--- src/rtl/xor_fold_arbiter.sv ---
// Purpose : round-robin arbiter that time-shares one DW->DW/2 XOR-fold datapath
//           between NREQ packet streams and emits one folded signature per packet.
// Latency : single-beat packet: valid seen in IDLE at cycle 0, beat accepted at
//           cycle 1, out_valid at cycle 2; next arbitration the cycle after the
//           output handshake.
// Backpressure: one packet in flight. req_ready is held low in IDLE and OUT. The
//           signature, its id and out_valid stay registered and stable until
//           out_ready is seen.
//
// Ports:
//   clk, rst_n                  clock, asynchronous active-low reset
//   req_valid/req_ready[NREQ]   per-requester beat handshake
//   req_data[NREQ*DW]           requester k on bits [k*DW +: DW]
//   req_last[NREQ]              final beat of a packet
//   out_valid/out_ready         signature handshake
//   out_data[OW], out_id[IDW]   packet signature and owning requester
//   out_beats[8]                accepted beats of the packet, saturating at 255
//                               (present only when XOR_FOLD_BEAT_CNT_EN is defined)
// Optional feature macro: XOR_FOLD_BEAT_CNT_EN

module xor_fold_arbiter #(
    parameter int NREQ = 2,
    parameter int DW   = 32,
    localparam int OW  = DW / 2,
    localparam int IDW = (NREQ > 1) ? $clog2(NREQ) : 1
) (
    input  logic               clk,
    input  logic               rst_n,
    input  logic [NREQ-1:0]    req_valid,
    output logic [NREQ-1:0]    req_ready,
    input  logic [NREQ*DW-1:0] req_data,
    input  logic [NREQ-1:0]    req_last,
    output logic               out_valid,
    input  logic               out_ready,
    output logic [OW-1:0]      out_data,
`ifdef XOR_FOLD_BEAT_CNT_EN
    output logic [7:0]         out_beats,
`endif
    output logic [IDW-1:0]     out_id
);

    typedef enum logic [1:0] {
        IDLE  = 2'd0,
        ACCUM = 2'd1,
        OUT   = 2'd2
    } state_t;

    state_t         state_q, state_d;
    logic [OW-1:0]  acc_q, acc_d;
    logic [IDW-1:0] grant_q, grant_d;
    logic [IDW-1:0] rr_ptr_q, rr_ptr_d;
    logic           out_valid_q, out_valid_d;
    logic [OW-1:0]  out_data_q, out_data_d;
    logic [IDW-1:0] out_id_q, out_id_d;

`ifdef XOR_FOLD_BEAT_CNT_EN
    logic [7:0]     beat_cnt_q, beat_cnt_d;
    logic [7:0]     out_beats_q, out_beats_d;
    logic [7:0]     beat_cnt_inc;
`endif

    logic [IDW-1:0] pick_idx;
    logic [DW-1:0]  gnt_data;
    logic [OW-1:0]  acc_next;

    function automatic logic [OW-1:0] fold(input logic [DW-1:0] w);
        return w[OW-1:0] ^ w[DW-1:OW];
    endfunction

    // Round-robin pick: first valid requester at or after rr_ptr, wrapping.
    always_comb begin
        int   idx;
        logic found;
        pick_idx = rr_ptr_q;
        found    = 1'b0;
        idx      = 0;
        for (int i = 0; i < NREQ; i++) begin
            idx = (int'(rr_ptr_q) + i) % NREQ;
            if (!found && req_valid[IDW'(idx)]) begin
                found    = 1'b1;
                pick_idx = IDW'(idx);
            end
        end
    end

    // Constant-index mux so that only the granted lane reaches the fold; X on
    // other lanes cannot leak into the accumulator.
    always_comb begin
        gnt_data = '0;
        for (int k = 0; k < NREQ; k++) begin
            if (grant_q == IDW'(k)) begin
                gnt_data = req_data[k*DW +: DW];
            end
        end
    end

    assign acc_next = acc_q ^ fold(gnt_data);

`ifdef XOR_FOLD_BEAT_CNT_EN
    assign beat_cnt_inc = (beat_cnt_q == 8'hFF) ? 8'hFF : beat_cnt_q + 8'd1;
`endif

    always_comb begin
        state_d     = state_q;
        acc_d       = acc_q;
        grant_d     = grant_q;
        rr_ptr_d    = rr_ptr_q;
        out_valid_d = out_valid_q;
        out_data_d  = out_data_q;
        out_id_d    = out_id_q;
        req_ready   = '0;
`ifdef XOR_FOLD_BEAT_CNT_EN
        beat_cnt_d  = beat_cnt_q;
        out_beats_d = out_beats_q;
`endif
        case (state_q)
            IDLE: begin
                if (|req_valid) begin
                    grant_d = pick_idx;
                    acc_d   = '0;
                    state_d = ACCUM;
`ifdef XOR_FOLD_BEAT_CNT_EN
                    beat_cnt_d = 8'd0;
`endif
                end
            end
            ACCUM: begin
                req_ready[grant_q] = 1'b1;
                // req_last only counts alongside a valid beat.
                if (req_valid[grant_q]) begin
                    acc_d = acc_next;
`ifdef XOR_FOLD_BEAT_CNT_EN
                    beat_cnt_d = beat_cnt_inc;
`endif
                    if (req_last[grant_q]) begin
                        state_d     = OUT;
                        out_valid_d = 1'b1;
                        out_data_d  = acc_next;
                        out_id_d    = grant_q;
`ifdef XOR_FOLD_BEAT_CNT_EN
                        out_beats_d = beat_cnt_inc;
`endif
                    end
                end
            end
            OUT: begin
                if (out_ready) begin
                    out_valid_d = 1'b0;
                    rr_ptr_d    = (grant_q == IDW'(NREQ - 1)) ? '0 : grant_q + 1'b1;
                    state_d     = IDLE;
                end
            end
            default: begin
                state_d = IDLE;
            end
        endcase
    end

    always_ff @(posedge clk or negedge rst_n) begin
        if (!rst_n) begin
            state_q     <= IDLE;
            acc_q       <= '0;
            grant_q     <= '0;
            rr_ptr_q    <= '0;
            out_valid_q <= 1'b0;
            out_data_q  <= '0;
            out_id_q    <= '0;
`ifdef XOR_FOLD_BEAT_CNT_EN
            beat_cnt_q  <= 8'd0;
            out_beats_q <= 8'd0;
`endif
        end else begin
            state_q     <= state_d;
            acc_q       <= acc_d;
            grant_q     <= grant_d;
            rr_ptr_q    <= rr_ptr_d;
            out_valid_q <= out_valid_d;
            out_data_q  <= out_data_d;
            out_id_q    <= out_id_d;
`ifdef XOR_FOLD_BEAT_CNT_EN
            beat_cnt_q  <= beat_cnt_d;
            out_beats_q <= out_beats_d;
`endif
        end
    end

    assign out_valid = out_valid_q;
    assign out_data  = out_data_q;
    assign out_id    = out_id_q;
`ifdef XOR_FOLD_BEAT_CNT_EN
    assign out_beats = out_beats_q;
`endif

endmodule

--- config.mk ---
export PLATFORM = sky130hd
export DESIGN_NAME = xor_fold_arbiter
export DESIGN_NICKNAME = d
export VERILOG_FILES = /design/src/rtl/xor_fold_arbiter.sv
export SDC_FILE = /design/constraint.sdc
export NUM_CORES = 1
export LEC_CHECK = 0
export CORE_AREA = 5 5 80 82
export DETAILED_ROUTE_END_ITERATION = 7
export DIE_AREA = 0 0 85 87
export HOLD_SLACK_MARGIN = 0.1
export PLACE_DENSITY = 0.83
export SLEW_MARGIN = 0
export SYNTH_ARGS = -nofsm -noshare
export SYNTH_HDL_FRONTEND = slang
export SYNTH_SLANG_ARGS = --single-unit
--- constraint.sdc ---
create_clock -name clk -period 3 [get_ports clk]
set_input_delay 0.6 -clock clk [delete_from_list [all_inputs] [get_ports clk]]
set_output_delay 0.6 -clock clk [all_outputs]
set_load 0.05 [all_outputs]
# == Yosys cells after proc, flatten, opt, wreduce, memory -nomap -nowiden ==
# Cells that the tools add are included.
# op_classes
addsub,2
n_lt_le_gt_ge,4
n_eq_ne,6
n_mux,27
bitwise_logic,2
n_reduce_logical,13
# op_table
cell,n
$mux W16,2
$mux W32,1
$pmux W16 S2,1
$xor A16 B16 Y16,2
$mux W1,15
$mux W2,5
$ne A2 B2 Y1 const B,4
$reduce_and A4 Y1,2
$lt A1 B3 Y1 const B,2
$pmux W2 S3,1
$reduce_and A3 Y1,2
$reduce_and A2 Y1,2
$reduce_bool A2 Y1,2
$add A1 B1 Y1 const B,2
$eq A2 B1 Y1 const B,1
$eq A2 B2 Y1 const B,1
$logic_and A1 B1 Y1,2
$logic_not A2 Y1,1
$lt A1 B2 Y1 const B,1
$pmux W1 S2,1
$reduce_or A2 Y1,1
$demux W1 S1,1
$ge A1 B1 Y1 const B,1
$logic_not A1 Y1,1
# word_totals
reg_bits,38
in_bits,71
output_inout_bits,20
wordCells,61

# == Logic depth before layout (Yosys ltp) ==
# depth
word_depth,7
mapped_depth,7
depth_no_buf,3

# == Worst setup path before layout ==
# OpenSTA, ideal clock, no wires.
# synth_path
kind,reg-to-output
start,reg grant_q
end,out req_ready[1]
arrival_time_ns,1.719
t_required_ns,2.400
path_slack_ns,0.681
stages_incl_launch_ff,6
n_path_buf,3
path_cell_list,dfrtp_1 -> buf_4 -> clkbuf_1 -> clkbuf_1 -> inv_1 -> nor2_1
# synth_between
elab_chain_cells,5
elab_cells_between_ends,6
classes_between,order compare (2); mux (3); reduce/logical (1)
# synth_rtl
item,line_no,source
from (decl),50,"logic [IDW-1:0] grant_q, grant_d;"
from (signal assigned),175,grant_q <= grant_d;
$lt A1 B2 Y1 (implied by the code) or $ge A1 B1 Y1 (tied branches),128,req_ready[grant_q] = 1'b1;
$logic_and A1 B1 Y1 (implied by the code),128,
$mux W1 (implied by the code),128,
$demux W1 S1 *,128,
$mux W2 *,116,case (state_q)
to (decl),30,"output logic [NREQ-1:0] req_ready,"
# Every way passes the cells marked *; elsewhere a longest branch is shown, timed or not.

# == Worst setup path in the final report ==
# layout_path
start,reg state_q[1]
end,out req_ready[0]
# layout_between
elab_chain_cells,2
# layout_rtl
item,line_no,source
from (decl),48,"state_t state_q, state_d;"
from (signal assigned),173,state_q <= state_d;
$eq A2 B1 Y1,116,
$mux W2,116,
# Every way passes these cells.

==> results.cfg <==
[synth]
ys_async_sr_fraction_pct = 100
netlist_instances = 272
ys_warn_count = 0
synth_ff_type = dfrtp_1
yosys.area.top_type = dfrtp_1
syn_nets = 343
ys_types = 25
syn_area_um2 = 2610
syn_area_per_cell_um2 = 9.60
synth_edf_count = 0
synth.area.top_cells = dfrtp_1, xnor2_1, mux2_2, o31ai_1, mux2i_1
synth_seq_area_share_pct = 36.4
synth_top_area_share_pct = 36.4
synth_commonest_cells = dfrtp_1, xnor2_1, o31ai_1
ys_seq_elements = 38
synth_most_common_cell = dfrtp_1

[place]
gp_congestion = 0.780
dp_worst_setup_slack_ns = 0.615
hpwl_um = 4690
place_area_um2 = 3560
numPortBuffers = 90

[sta]
slew_viol_final = 0
rsz0062_at_grt = false
timing.final.ws_setup_ns = 0.716
tightest_slew_ns = 0.827
skew_ns = 0.00275
tns_ns = 0
relSlewSlack_pct = 44.9
hold_violations = 0
setup_violations = 0
period_needed_ns = 2.28
fin_crit_sh_pct = 76.1
fmax_ghz = 0.438

[layout]
regArea_um2 = 952
fin_util_pct = 64.2
area_growth_pct = 39.4
nNetsFinal = 430
final_area_um2 = 3640
drive_above_1_share_pct = 12.3
multi_input_area_um2 = 1500
fill_cells = 486
diodes = 0

[critical_path]
critical_path_class = flop to primary output
arrival_ns = 1.68
critical_path_required_ns = 2.40
crit_fanout = 20
cp-end-kind = primary output
start_kind = flop

[global_route]
grt_pass1_vias = 2363
grt_pass1_wl_um = 10300
antenna_found_initial = 0
grt_max_degree = 39
grt-ovfl-total = 0
track_usage_pct = 16.7

[route]
drt_wl_total_um = 6080
vias = 2243
antenna_left = 0
drtPass1Iterations = 5
initialDrtViolationCount = 143
via_per_inst = 5.17
wl_per_cell_um = 14.0
drc = 0

[clock_tree]
cts_num_sinks = 38
cts_max_level = 2
clockBufferDepth = 2
tritoncts = built
cts.reportedPaths.clkPinSlew_ns = 0.07
postCtsHoldBufs = 0
cts.root.buffer_cell = clkbuf_8
cts_resized = 0
numCtsBuffers = 5
cts_setup_buffers = 0
insertion_delay_ns = 0.28

[floorplanning]
die_area_um2 = 7400
start_util_pct = 46.0
core_area_um2 = 5680
num_rows = 28
ios = 91
die_height_um = 87
die_x_um = 85

[job]
cap_violations = 0

[power]
intPower_uw = 1770
clockPowerShare_pct = 9.6
p_per_area_nw_per_um2 = 923
peakVddDrop_v = 0.000457
power.switching_uw = 1590
power_uw = 3360
pwr-share-comb_pct = 62.4
switching_share_pct = 47.3
p_seq_share_pct = 28.0
p_leak_uw = 0.00145

[run_status]
status = complete, no violations

[min_path]
worstHoldPathType = input port to async pin
## worst max-delay path, stage by stage (launching register included)
cell and delay (ns):
dfrtp_1 0.43, nand2b_1 0.51, nor2_1 0.23, buf_4 0.23
## power by group through the flow
stage / combinational [µW] / sequential (µW) / clock [µW]
final: 2100 / 943 / 322
after global placement: 2050 / 945 / 0
after global routing: 2270 / 982 / 348
after floorplan: 1160 / 1290 / 0
after CTS: 2110 / 943 / 329
after detailed placement: 2100 / 950 / 0
## per-stage QoR
step,instances,hold WS (ns)
after floorplan,272,0.304
after global placement,427,0.459
after detailed placement,427,0.468
after CTS,434,0.443
after global routing,434,0.492
final,434,0.419
## state kept, by name, summed over array words and instances (netlist names)
register   count
out_valid      1
grant_q        1
acc_q         16
out_id         1
state_q        2
rr_ptr_q       1
out_data      16
## area by class of cell
class                   instances  area share (%)
flip-flops and latches         38            26.2
clock buffers                   7            2.10
well taps                      75            2.58
inverters                      18            1.86
multi-input cells             198            41.2
repair buffers                 98            26.1
## routing by layer
| metal | wire, µm | track usage [%] | vias to the layer above |
|---|---|---|---|
| li1 | - | - | 1120 |
| met1 | 2460 | 18.9 | 1055 |
| met2 | 3170 | 30.7 | 64 |
| met3 | 411 | 4.82 | 4 |
| met4 | 29 | 4.32 | 0 |
| met5 | 0 | 0 | - |
## final timing paths
check	start	end	slack, ns	cells after the start
hold reg to reg	rr_ptr_q	rr_ptr_q	0.48	2
max in group asynchronous	rst_n	grant_q	2.02	1
min in group clk	rr_ptr_q	rr_ptr_q	0.48	2
setup reg to reg	state_q[1]	out_data[8]	0.95	4
setup / recovery	state_q[1]	req_ready[0]	0.72	3
hold / removal	rst_n	rr_ptr_q	0.42	1
## cell families (layout without fill, tap and decap cells)
kind of cell | count (synthesis) | after routing | synth area share [%]
simple gates | 78 | 78 | 14.8
compound gates | 53 | 53 | 17.4
xor+xnor | 32 | 32 | 10.7
mux | 35 | 35 | 14.4
buf+inv | 36 | 123 | 6.32
flops | 38 | 38 | 36.4
## cells in the final DEF (no fill, tap or decap)
master / netlist / routed
clkbuf_1: 11 / 2
mux2_2: 17 / 17
a211oi_2: 1 / 1
nor2_1: 19 / 19
mux2i_1: 17 / 16
nand2b_1: 17 / 17
a211oi_1: 1 / 1
buf_4: 1 / 10
o31ai_1: 25 / 25
or2_1: 1 / 1
o2bb2ai_1: 1 / 1
dfrtp_2: 0 / 1
xnor2_1: 32 / 32
clkdlybuf4s50_1: 0 / 87
or3_1: 1 / 1
nand2_1: 21 / 21
o31ai_2: 7 / 7
o32ai_1: 16 / 16
inv_1: 18 / 18
o21ai_0: 2 / 2
mux2i_2: 1 / 2
dfrtp_1: 38 / 37
clkbuf_8: 0 / 5
nor2b_1: 16 / 16
buf_2: 3 / 1
nand3b_1: 1 / 1
nor3_1: 2 / 2
No activity file was read; power rests on OpenSTA's default activity.
